==> src/rtl/memory_stage_if.sv <==
// Data-memory port between the memory stage and the data memory.
// The stage drives a request with address, write enable and write data and
// holds them until the memory answers with ack (and read data on loads).
interface memory_stage_if;
  logic        dmem_req;
  logic        dmem_we;
  logic [63:0] dmem_addr;
  logic [63:0] dmem_wdata;
  logic        dmem_ack;
  logic [63:0] dmem_rdata;

  modport master (
    output dmem_req,
    output dmem_we,
    output dmem_addr,
    output dmem_wdata,
    input  dmem_ack,
    input  dmem_rdata
  );

  modport slave (
    input  dmem_req,
    input  dmem_we,
    input  dmem_addr,
    input  dmem_wdata,
    output dmem_ack,
    output dmem_rdata
  );
endinterface

==> src/rtl/memory_stage.sv <==
// Y86-64 memory stage: M pipeline register, address/status resolution and a
// two-state handshake with a variable-latency data memory. While an access
// is outstanding m_busy stays high and the M register holds its contents.
module memory_stage (
  input  logic                 clk,
  input  logic                 rst,
  input  logic [2:0]           E_stat,
  input  logic [3:0]           E_Ins_Code,
  input  logic                 e_Cnd,
  input  logic [63:0]          e_Value_E,
  input  logic [63:0]          E_valA,
  input  logic [3:0]           e_dstE,
  input  logic [3:0]           E_dstM,
  input  logic                 M_stall,
  input  logic                 M_bubble,
  output logic [3:0]           M_Ins_Code,
  output logic [63:0]          m_Value_E,
  output logic [63:0]          m_valM,
  output logic [3:0]           m_dstE,
  output logic [3:0]           m_dstM,
  output logic [2:0]           m_stat,
  output logic                 m_busy,
  memory_stage_if.master       dmem
);

  localparam logic [2:0]  STAT_AOK   = 3'd0;
  localparam logic [2:0]  STAT_ADR   = 3'd2;
  localparam logic [3:0]  REG_NONE   = 4'hF;
  localparam logic [3:0]  ICODE_NOP  = 4'h1;
  localparam logic [63:0] DMEM_LIMIT = 64'h1000;

  typedef enum logic {IDLE, ACCESS} state_t;

  state_t state_q, state_d;

  // rmmovq, call, pushq store to memory
  function automatic logic is_write(input logic [3:0] code);
    return (code == 4'd4) || (code == 4'd8) || (code == 4'd10);
  endfunction

  // mrmovq, ret, popq load from memory
  function automatic logic is_read(input logic [3:0] code);
    return (code == 4'd5) || (code == 4'd9) || (code == 4'd11);
  endfunction

  // ret and popq address through the old stack pointer carried in valA
  function automatic logic [63:0] mem_addr(input logic [3:0]  code,
                                           input logic [63:0] val_e,
                                           input logic [63:0] val_a);
    return ((code == 4'd9) || (code == 4'd11)) ? val_a : val_e;
  endfunction

  // ---- stage p0: decode the incoming execute results ----
  logic        load_p0;
  logic        rd_p0;
  logic        wr_p0;
  logic        acc_p0;
  logic [63:0] addr_p0;
  logic        in_range_p0;
  logic        stat_ok_p0;
  logic        start_p0;
  logic        adr_fault_p0;
  logic        ack_p0;

  assign load_p0      = !M_stall && (state_q == IDLE);
  assign rd_p0        = is_read(E_Ins_Code);
  assign wr_p0        = is_write(E_Ins_Code);
  assign acc_p0       = rd_p0 || wr_p0;
  assign addr_p0      = mem_addr(E_Ins_Code, e_Value_E, E_valA);
  assign in_range_p0  = addr_p0 < DMEM_LIMIT;
  assign stat_ok_p0   = (E_stat == STAT_AOK);
  assign start_p0     = load_p0 && !M_bubble && stat_ok_p0 && acc_p0 && in_range_p0;
  assign adr_fault_p0 = stat_ok_p0 && acc_p0 && !in_range_p0;
  assign ack_p0       = (state_q == ACCESS) && dmem.dmem_ack;

  // ---- stage p1: M register ----
  logic [2:0]  m_stat_p1;
  logic [3:0]  m_icode_p1;
  logic        m_cnd_p1;
  logic [63:0] m_val_e_p1;
  logic [63:0] m_val_m_p1;
  logic [3:0]  m_dst_e_p1;
  logic [3:0]  m_dst_m_p1;
  logic        m_rd_p1;
  logic        unused_cnd;

  // State register of the memory handshake
  always_ff @(posedge clk or posedge rst) begin
    if (rst) state_q <= IDLE;
    else     state_q <= state_d;
  end

  // Next state: start on a valid in-range access, finish on the sampled ack
  always_comb begin
    state_d = state_q;
    case (state_q)
      IDLE:    if (start_p0) state_d = ACCESS;
      ACCESS:  if (dmem.dmem_ack) state_d = IDLE;
      default: state_d = IDLE;
    endcase
  end

  // M register: load, bubble to nop, hold while stalled/busy, capture load data on ack
  always_ff @(posedge clk or posedge rst) begin
    if (rst) begin
      m_stat_p1  <= STAT_AOK;
      m_icode_p1 <= ICODE_NOP;
      m_cnd_p1   <= 1'b0;
      m_val_e_p1 <= '0;
      m_val_m_p1 <= '0;
      m_dst_e_p1 <= REG_NONE;
      m_dst_m_p1 <= REG_NONE;
      m_rd_p1    <= 1'b0;
    end else if (load_p0) begin
      m_val_m_p1 <= '0;
      if (M_bubble) begin
        m_stat_p1  <= STAT_AOK;
        m_icode_p1 <= ICODE_NOP;
        m_cnd_p1   <= 1'b0;
        m_val_e_p1 <= '0;
        m_dst_e_p1 <= REG_NONE;
        m_dst_m_p1 <= REG_NONE;
        m_rd_p1    <= 1'b0;
      end else begin
        // upstream faults win; an out-of-range access becomes ADR with no load target
        m_stat_p1  <= stat_ok_p0 ? (adr_fault_p0 ? STAT_ADR : STAT_AOK) : E_stat;
        m_icode_p1 <= E_Ins_Code;
        m_cnd_p1   <= e_Cnd;
        m_val_e_p1 <= e_Value_E;
        m_dst_e_p1 <= e_dstE;
        m_dst_m_p1 <= adr_fault_p0 ? REG_NONE : E_dstM;
        m_rd_p1    <= rd_p0;
      end
    end else if (ack_p0 && m_rd_p1) begin
      m_val_m_p1 <= dmem.dmem_rdata;
    end
  end

  // Request fields are captured once at the start and held until the ack
  always_ff @(posedge clk or posedge rst) begin
    if (rst) begin
      dmem.dmem_we    <= 1'b0;
      dmem.dmem_addr  <= '0;
      dmem.dmem_wdata <= '0;
    end else if (start_p0) begin
      dmem.dmem_we    <= wr_p0;
      dmem.dmem_addr  <= addr_p0;
      dmem.dmem_wdata <= E_valA;
    end else if (ack_p0) begin
      dmem.dmem_we    <= 1'b0;
    end
  end

  assign dmem.dmem_req = (state_q == ACCESS);
  assign m_busy        = (state_q == ACCESS);

  assign M_Ins_Code = m_icode_p1;
  assign m_Value_E  = m_val_e_p1;
  assign m_valM     = m_val_m_p1;
  assign m_dstE     = m_dst_e_p1;
  assign m_dstM     = m_dst_m_p1;
  assign m_stat     = m_stat_p1;

  // the branch condition only rides along with the instruction
  assign unused_cnd = m_cnd_p1;

endmodule
==> src/flat_wrapper.sv <==
// flat-port wrapper written by rule: the top's interface ports become plain ports
module memory_stage_flat 
  (clk, rst, E_stat, E_Ins_Code, e_Cnd, e_Value_E, E_valA, e_dstE, E_dstM, M_stall, M_bubble, M_Ins_Code, m_Value_E, m_valM, m_dstE, m_dstM, m_stat, m_busy, dmem_dmem_req, dmem_dmem_we, dmem_dmem_addr, dmem_dmem_wdata, dmem_dmem_ack, dmem_dmem_rdata);
  memory_stage_if dmem_i ();
  input  logic clk;
  input  logic rst;
  input  logic [2:0] E_stat;
  input  logic [3:0] E_Ins_Code;
  input  logic e_Cnd;
  input  logic [63:0] e_Value_E;
  input  logic [63:0] E_valA;
  input  logic [3:0] e_dstE;
  input  logic [3:0] E_dstM;
  input  logic M_stall;
  input  logic M_bubble;
  output logic [3:0] M_Ins_Code;
  output logic [63:0] m_Value_E;
  output logic [63:0] m_valM;
  output logic [3:0] m_dstE;
  output logic [3:0] m_dstM;
  output logic [2:0] m_stat;
  output logic m_busy;
  output wire logic [$bits(dmem_i.dmem_req)-1:0] dmem_dmem_req;
  output wire logic [$bits(dmem_i.dmem_we)-1:0] dmem_dmem_we;
  output wire logic [$bits(dmem_i.dmem_addr)-1:0] dmem_dmem_addr;
  output wire logic [$bits(dmem_i.dmem_wdata)-1:0] dmem_dmem_wdata;
  input wire logic [$bits(dmem_i.dmem_ack)-1:0] dmem_dmem_ack;
  input wire logic [$bits(dmem_i.dmem_rdata)-1:0] dmem_dmem_rdata;
  assign dmem_dmem_req = dmem_i.dmem_req;
  assign dmem_dmem_we = dmem_i.dmem_we;
  assign dmem_dmem_addr = dmem_i.dmem_addr;
  assign dmem_dmem_wdata = dmem_i.dmem_wdata;
  assign dmem_i.dmem_ack = dmem_dmem_ack;
  assign dmem_i.dmem_rdata = dmem_dmem_rdata;
  memory_stage u_core (.clk(clk), .rst(rst), .E_stat(E_stat), .E_Ins_Code(E_Ins_Code), .e_Cnd(e_Cnd), .e_Value_E(e_Value_E), .E_valA(E_valA), .e_dstE(e_dstE), .E_dstM(E_dstM), .M_stall(M_stall), .M_bubble(M_bubble), .M_Ins_Code(M_Ins_Code), .m_Value_E(m_Value_E), .m_valM(m_valM), .m_dstE(m_dstE), .m_dstM(m_dstM), .m_stat(m_stat), .m_busy(m_busy), .dmem(dmem_i));
endmodule
==> config.mk <==
export PLATFORM = sky130hd
export DESIGN_NAME = memory_stage_flat
export DESIGN_NICKNAME = d
export VERILOG_FILES = /design/src/rtl/memory_stage_if.sv /design/src/rtl/memory_stage.sv /design/src/flat_wrapper.sv
export SDC_FILE = /design/constraint.sdc
export NUM_CORES = 1
export LEC_CHECK = 0
export CORE_AREA = 2 2 190 192
export CTS_CLUSTER_SIZE = 25
export DETAILED_ROUTE_END_ITERATION = 8
export DIE_AREA = 0 0 192 194
export HOLD_SLACK_MARGIN = 0.02
export REMOVE_ABC_BUFFERS = 1
export SYNTH_ARGS = -nofsm -noshare
export SYNTH_HDL_FRONTEND = slang
export SYNTH_SLANG_ARGS = --single-unit
==> constraint.sdc <==
create_clock -name clk -period 26.9 [get_ports clk]
set_clock_uncertainty 0.05 [all_clocks]
set_input_delay 2.69 -clock clk [delete_from_list [all_inputs] [get_ports clk]]
set_output_delay 2.69 -clock clk [all_outputs]
set_load 0.01 [all_outputs]
Word-level counts from Yosys, hierarchy flattened
Cells that the tools add are included.
Storage, ports and cells
  register bits: 274
  input bits: 213
  output and inout port bits: 274
  word-level logic and storage cells: 57
Operators by class
  $lt $le $gt $ge: 1
  equality and inequality tests: 6
  multiplexer cells: 17
  bitwise logic cells: 1
  reduce and logical (&&, ||, !) cells: 21
Operators by type and width (number)
  two-way mux 64 bit: 4
  < comparator 64 x 13 -> 1 bit, second input constant: 1
  == test 4 bit, second input constant: 4
  two-way mux 4 bit: 4
  logical AND 1 bit: 9
  == test 4 x 3 -> 1 bit, second input constant: 2
  logical OR 1 bit: 6
  two-way mux 3 bit: 2
  two-way mux 1 bit: 5
  nonzero test 2 bit: 2
  logical NOT 1 bit: 3
  logical NOT 3 bit: 1
  two-way mux 2 bit: 1
  one-hot mux 1 bit (2 select lines): 1
  NOT 1 bit: 1

Logic depth before layout (Yosys ltp)
Gate-level depths: netlist of run 1.
  word-level depth: 9
  mapped depth: 7
  depth with buffers taken out: 5

Least setup slack after synthesis of run 1
Ideal clock, no wire load.
  kind: in2reg
  start: input port e_Value_E[13]
  end: register u_core.dmem.dmem_addr[10]
  arrival: 4.097 ns
  data required time: 26.725 ns
  path slack: 22.628 ns
  cell stages on the path: 7
  path buffers: 2
  cells stage by stage: nor4_1 > nand4_1 > nor3b_2 > o2111ai_1 > buf_2 > buf_6 > mux2_4
On the way
  longest elaborated chain between the ends: 3
RTL lines
  start: declaration: line flat_wrapper.sv:10  | input logic [63:0] e_Value_E;
  two-way mux 64 bit: line memory_stage.sv:50  | return ((code == 4'd9) || (code == 4'd11)) ? val_a : val_e;
  < comparator 64 x 13 -> 1 bit: line memory_stage.sv:70  | assign in_range_p0 = addr_p0 < DMEM_LIMIT;
  logical AND 1 bit: line memory_stage.sv:72  | assign start_p0 = load_p0 && !M_bubble && stat_ok_p0 && acc_p0 && in_range_p0;
  end signal: assignment: line memory_stage.sv:147  | dmem.dmem_addr <= addr_p0;
  end: declaration: line memory_stage_if.sv:15  | output dmem_addr,
No other way between the ends.
A chain may end at the register's enable or synchronous reset.

Worst setup path after layout of run 1
  start: input port E_Ins_Code[0]
  end: register u_core.dmem.dmem_wdata[35]
On the way
  longest elaborated chain between the ends: 6
  elaborated cells between the ends (all ways): 16
  classes of those cells: 1 x order compare; 6 x eq/ne; 1 x mux; 8 x reduce/logical
RTL lines
  start: declaration: line flat_wrapper.sv:8  | input logic [3:0] E_Ins_Code;
  parallel branches: the longest is 5 deep, another holds < comparator 64 x 13 -> 1 bit
  logical AND 1 bit (*): line memory_stage.sv:72
  end signal: assignment: line memory_stage.sv:148  | dmem.dmem_wdata <= E_valA;
  end: declaration: line memory_stage_if.sv:16  | output dmem_wdata,
Every way passes the cells marked *.

==> metrics.cfg, run 1 <==
[power_and_ir_drop]
max-vdd-ir-drop_uv=46.73
power-per-cell-area_nw_per_um2=55.90
p_leak_uw=0.008029
p_total_uw=973.0

[place]
hpwlAfterDp_um=25770
place.gp.congestion=0.7991
portBuffers=485
dp_slack_ps=20500

[setup_path]
crit_type=input port to register
r2r_setup_slack_ps=23650
critPathMaxFanout=93
cp-end-kind=register
arrival_ps=6140
startpoint_type=input port
cp.required_ps=27240

[floorplanning]
start_util_pct=31.31
die_w_um=192
rows=69
io_pins=487
core_area_um2=35220
dieArea_um2=37250
die_h_um=194

[clocking]
clock_path_buffers=3
cts_tree=built
h-tree-depth=2
cts_resized=0
cts_sinks=274
clkLatencyLatePin_ps=510
path_clk_slew_ps=60
cts_setup_buffers=0
cts.hold.buffers_added=0
numCtsBuffers=34
root_buffer=clkbuf_16

[drt]
wirelength_um=36800
viasPerCell=4.611
drc=0
dr_total_vias=8854
first_pass_iters=4
first_iter_violations=371
antenna_left=0
detail_route.wl_per_cell_um=19.17

[global_route]
antenna_found_initial=1
grt_max_degree=151
grt_pass1_vias=9231
grt-ovfl-total=0
grt_pass1_wl_um=55810
grtUsageTotal_pct=19.42

[timing]
slew_violations=0
post-route-min-period_ps=5800
max_slew.worst_pin.slew_ps=1056
max_freq_mhz=172.4
maxSlewHeadroom_pct=29.62
rsz0062_at_grt=false
finalCritPeriodShare_pct=21.56
fin_tns_setup_ps=0
hold_slack_ps=402.8
setup_viol=0
final.setup.worst_slack_ps=21100
hold_viol_final=0

[layout]
syn_to_final_growth_pct=57.82
num-fill-cells=3231
seq_area_um2=6868
multiInputGateArea_um2=3908
layout-drive-gt1-share_pct=11.87
nets=1647

[synthesis]
ys_ff_latch=274
yosysSeqAreaShare_pct=62.28
synth_cells=967
syn_avg_cell_area_um2=11.40
ys_types=33
ys_warn_count=0
yosys-top-cells-area=dfrtp_1 60%, nand2_1 9.6%, mux2_4 6.3%, nand3b_1 4.8%, mux2_2 4.3%
netlist_area_um2=11030
synth_top_area_share_pct=60.13
yosys.area.top_type=dfrtp_1

[run]
maxCapViolCount=0

[status]
outcome=completed

[hold_path]
hold_class=register to register

[worst max-delay path, stage by stage]
cell	delay [ps]
clkdlybuf4s50_1	600
nand3b_4	360
nor3b_2	340
o2111ai_4	710
buf_4	900
mux2_2	430
[per-layer routing]
| layer | vias to the layer above | share of wire, % | track usage [%] |
|---|---|---|---|
| met4 | 0 | 2.2 | 5.598 |
| met2 | 342 | 48 | 32.53 |
| li1 | 4167 | - | - |
| met3 | 53 | 11 | 7.783 |
| met1 | 4292 | 39 | 22.90 |
| met5 | - | 0 | 0 |
[layout make-up]
| type | count | area share [%] |
|---|---|---|
| Sequential cell | 274 | 39.46 |
| Timing Repair Buffer | 493 | 28.28 |
| Multi-Input combinational cell | 629 | 22.45 |
| Clock buffer | 49 | 5.967 |
| Tap cell | 461 | 3.314 |
| Clock inverter | 11 | 0.4242 |
| Inverter | 2 | 0.08627 |
| Antenna cell | 1 | 0.01438 |
[cell usage after synthesis (all sizes together)]
library cell	instances
o22ai	5
nand4	5
dfrtp	265
inv	2
nand3	35
nand3b	71
buf	16
nand4b	1
mux2	88
and3	1
nor3b	2
dfstp	9
and2	52
o21a	1
nand2	282
o2111ai	1
nor4	27
clkbuf	46
o21ai	8
or2	1
nor2	3
mux2i	2
nor3	5
or3	4
a21oi	35
[state kept, by name, summed over array words and instances, names as in the netlist]
signal                  count
u_core.m_rd_p1              1
u_core.dmem.dmem_req        1
u_core.m_dstM               4
u_core.m_stat               3
u_core.m_valM              64
u_core.dmem.dmem_addr      64
u_core.dmem.dmem_wdata     64
u_core.m_Value_E           64
u_core.m_dstE               4
u_core.dmem.dmem_we         1
u_core.M_Ins_Code           4
[final timing paths]
path | start | to | depth (start not counted)
setup / recovery | E_Ins_Code[0] | u_core.dmem.dmem_wdata[35] | 6
hold / removal | u_core.m_dstE[1] | u_core.m_dstE[1] | 2
setup reg to reg | u_core.dmem.dmem_req | u_core.dmem.dmem_wdata[35] | 5
hold reg to reg | u_core.m_dstE[1] | u_core.m_dstE[1] | 2
max in group asynchronous | rst | u_core.dmem.dmem_wdata[48] | 3
min in group asynchronous | rst | u_core.dmem.dmem_wdata[19] | 2
[per-stage QoR]
stage                     area [um2]  utilization, %  std cells
after floorplan                10750               -        905
after global placement         16290           46.25       1859
after detailed placement       16290           46.25       1859
after CTS                      17400           49.40       1919
after global routing           17400           49.41       1920
final                          17400           49.41       1920
[placed cells by master, fill, tap and decap left out, types with 2 or more instances in the layout]
| cell type | n |
|---|---|
| clkdlybuf4s50_1 | 484 |
| nand2_1 | 282 |
| dfrtp_1 | 265 |
| nand3b_1 | 70 |
| and2_1 | 52 |
| mux2_4 | 46 |
| mux2_2 | 42 |
| a21oi_1 | 35 |
| clkbuf_16 | 35 |
| nand3_1 | 34 |
| nor4_1 | 26 |
| clkbuf_8 | 11 |
| dfstp_2 | 9 |
| o21ai_0 | 8 |
| buf_4 | 7 |
| clkinv_2 | 6 |
| nand4_1 | 5 |
| o22ai_1 | 5 |
| nor3_1 | 4 |
| or3_1 | 4 |
| clkbuf_1 | 3 |
| nor2_1 | 2 |
| mux2i_1 | 2 |
| inv_8 | 2 |
| clkinvlp_4 | 2 |
[logic make-up (layout without fill, tap and decap cells)]
family | Yosys count | count (layout) | synth area share (%)
buf+inv | 64 | 555 | 2.598
compound gates | 50 | 50 | 2.383
mux | 90 | 90 | 10.73
flops | 274 | 274 | 62.28
simple gates | 489 | 489 | 22.01
other cells | 0 | 1 | 0
[power by group]
part           internal [uW]  leakage, uW  switching (uW)  total, uW
logic                   52.2      0.00374            43.3       95.5
registers                423      0.00373            5.22        428
clock network            269     0.000552             180        449
Note: power is estimated with default switching activity, not from simulation.
==> inputs of run 2 (changes only) <==
CORE_AREA = 2 2 191 193   (was 2 2 190 192)
DIE_AREA = 0 0 193 195   (was 0 0 192 194)
clock period = 5.6 ns   (was 26.9 ns; I/O delays follow)
==> metrics.cfg, run 2 (synthesis gave the netlist of run 1 again) <==
[status]
outcome=completed

[run]
maxCapViolCount=0

[place]
portBuffers=485
place.gp.congestion=0.7867
dp_slack_ps=1892
hpwlAfterDp_um=25940

[floorplanning]
core_area_um2=35400
rows=69
die_h_um=195
start_util_pct=31.16
io_pins=487
die_w_um=193
dieArea_um2=37640

[global_route]
grt-ovfl-total=0
grt_max_degree=120
grtUsageTotal_pct=18.94
grt_pass1_wl_um=54860
grt_pass1_vias=9267
antenna_found_initial=1

[timing]
post-route-min-period_ps=3128
max_freq_mhz=319.6
fin_tns_setup_ps=0
finalCritPeriodShare_pct=55.87
maxSlewHeadroom_pct=37.46
max_slew.worst_pin.slew_ps=938.0
final.setup.worst_slack_ps=2472
setup_viol=0
hold_viol_final=0
rsz0062_at_grt=false
slew_violations=0

[clocking]
clkLatencyLatePin_ps=510
h-tree-depth=2
numCtsBuffers=34
cts_resized=0
cts_sinks=274
root_buffer=clkbuf_16
cts_tree=built
clock_path_buffers=3
cts.hold.buffers_added=0
path_clk_slew_ps=60
cts_setup_buffers=0

[setup_path]
crit_type=input port to register
critPathMaxFanout=64
startpoint_type=input port
arrival_ps=3470
cp.required_ps=5940
cp-end-kind=register

[drt]
drc=0
wirelength_um=36850
first_pass_iters=6
first_iter_violations=375
viasPerCell=4.597
dr_total_vias=8836
antenna_left=0
detail_route.wl_per_cell_um=19.17

[power_and_ir_drop]
p_sw_uw=1095
p_leak_uw=0.008073
clkPwrFrac_pct=48.2
share_comb_of_total_power_pct=9.5
seq_power_share_pct=42.3
max-vdd-ir-drop_uv=203.9
power-per-cell-area_nw_per_um2=277.4
internal_power_uw=3764
p_sw_share_pct=22.54

[layout]
multiInputGateArea_um2=3908
syn_to_final_growth_pct=58.83
num-fill-cells=3214
nets=1649
n_antenna_cell=0
final_common_cell=clkdlybuf4s50_1
layout-drive-gt1-share_pct=11.84
layout_common_cells=484 x clkdlybuf4s50_1, 282 x nand2_1, 265 x dfrtp_1
seq_area_um2=6868

[hold_path]
hold_class=input port to register

-- run 2: cell count changes in the layout (fill, tap and decap cells not counted), moves of 2 or more --
cell | previous run | this run
buf_4 | 7 | 9
bufinv_16 | 0 | 4
clkbuf_1 | 3 | 6
clkbuf_16 | 35 | 37
clkbuf_8 | 11 | 7
clkinv_2 | 6 | 3
-- run 2: final cells by class --
cell class              instances  area share (%)
clock buffers                  50           5.965
clock inverters                11          0.9501
inverters                       2         0.08572
multi-input cells             629           22.31
flip-flops and latches        274           39.21
well taps                     461           3.293
repair buffers                495           28.19
-- run 2: worst paths after layout --
path	endpoint	slack (ps)	from	cells past startpoint
max	u_core.dmem.dmem_wdata[20]	2470	E_Ins_Code[0]	7
min	u_core.m_stat[1]	340	M_bubble	4
max reg2reg	u_core.dmem.dmem_wdata[58]	2610	u_core.dmem.dmem_req	5
min reg2reg	u_core.m_dstE[3]	400	u_core.m_dstE[3]	2
max in group asynchronous	u_core.dmem.dmem_addr[57]	3670	rst	3
min in group asynchronous	u_core.dmem.dmem_wdata[16]	570	rst	2
-- run 2: stage by stage --
stage	cells	util, %	power, uW	hold WS [ps]	cell area [um2]
floorplan	905	-	2225	410.2	10750
global placement	1861	46.06	2557	395.0	16300
detailed placement	1861	46.06	2559	398.1	16300
CTS	1922	49.48	4926	346.4	17520
global route	1922	49.48	5041	371.0	17520
finish	1922	49.48	4859	340.8	17520
-- run 2: layer usage --
metal | GRT usage (%) | part of all wire (%) | up-vias
met1 | 22.16 | 39 | 4234
met5 | 0 | 0.035 | -
li1 | - | - | 4190
met3 | 8.196 | 11 | 60
met2 | 31.53 | 47 | 350
met4 | 5.359 | 2.5 | 2
-- run 2: power by group through the flow --
stage | Sequential, uW | Clock (uW) | Combinational, uW
floorplan | 2120 | 0 | 110
global placement | 2090 | 0 | 467
detailed placement | 2090 | 0 | 467
CTS | 2060 | 2400 | 470
global route | 2060 | 2480 | 500
finish | 2060 | 2340 | 460
-- run 2: critical path, cell delays in order --
cell and delay (ps):
clkdlybuf4s50_1 620, nand3b_4 340, nand4b_1 340, o22ai_1 480, o2111ai_4 190, buf_4 410
mux2_4 420
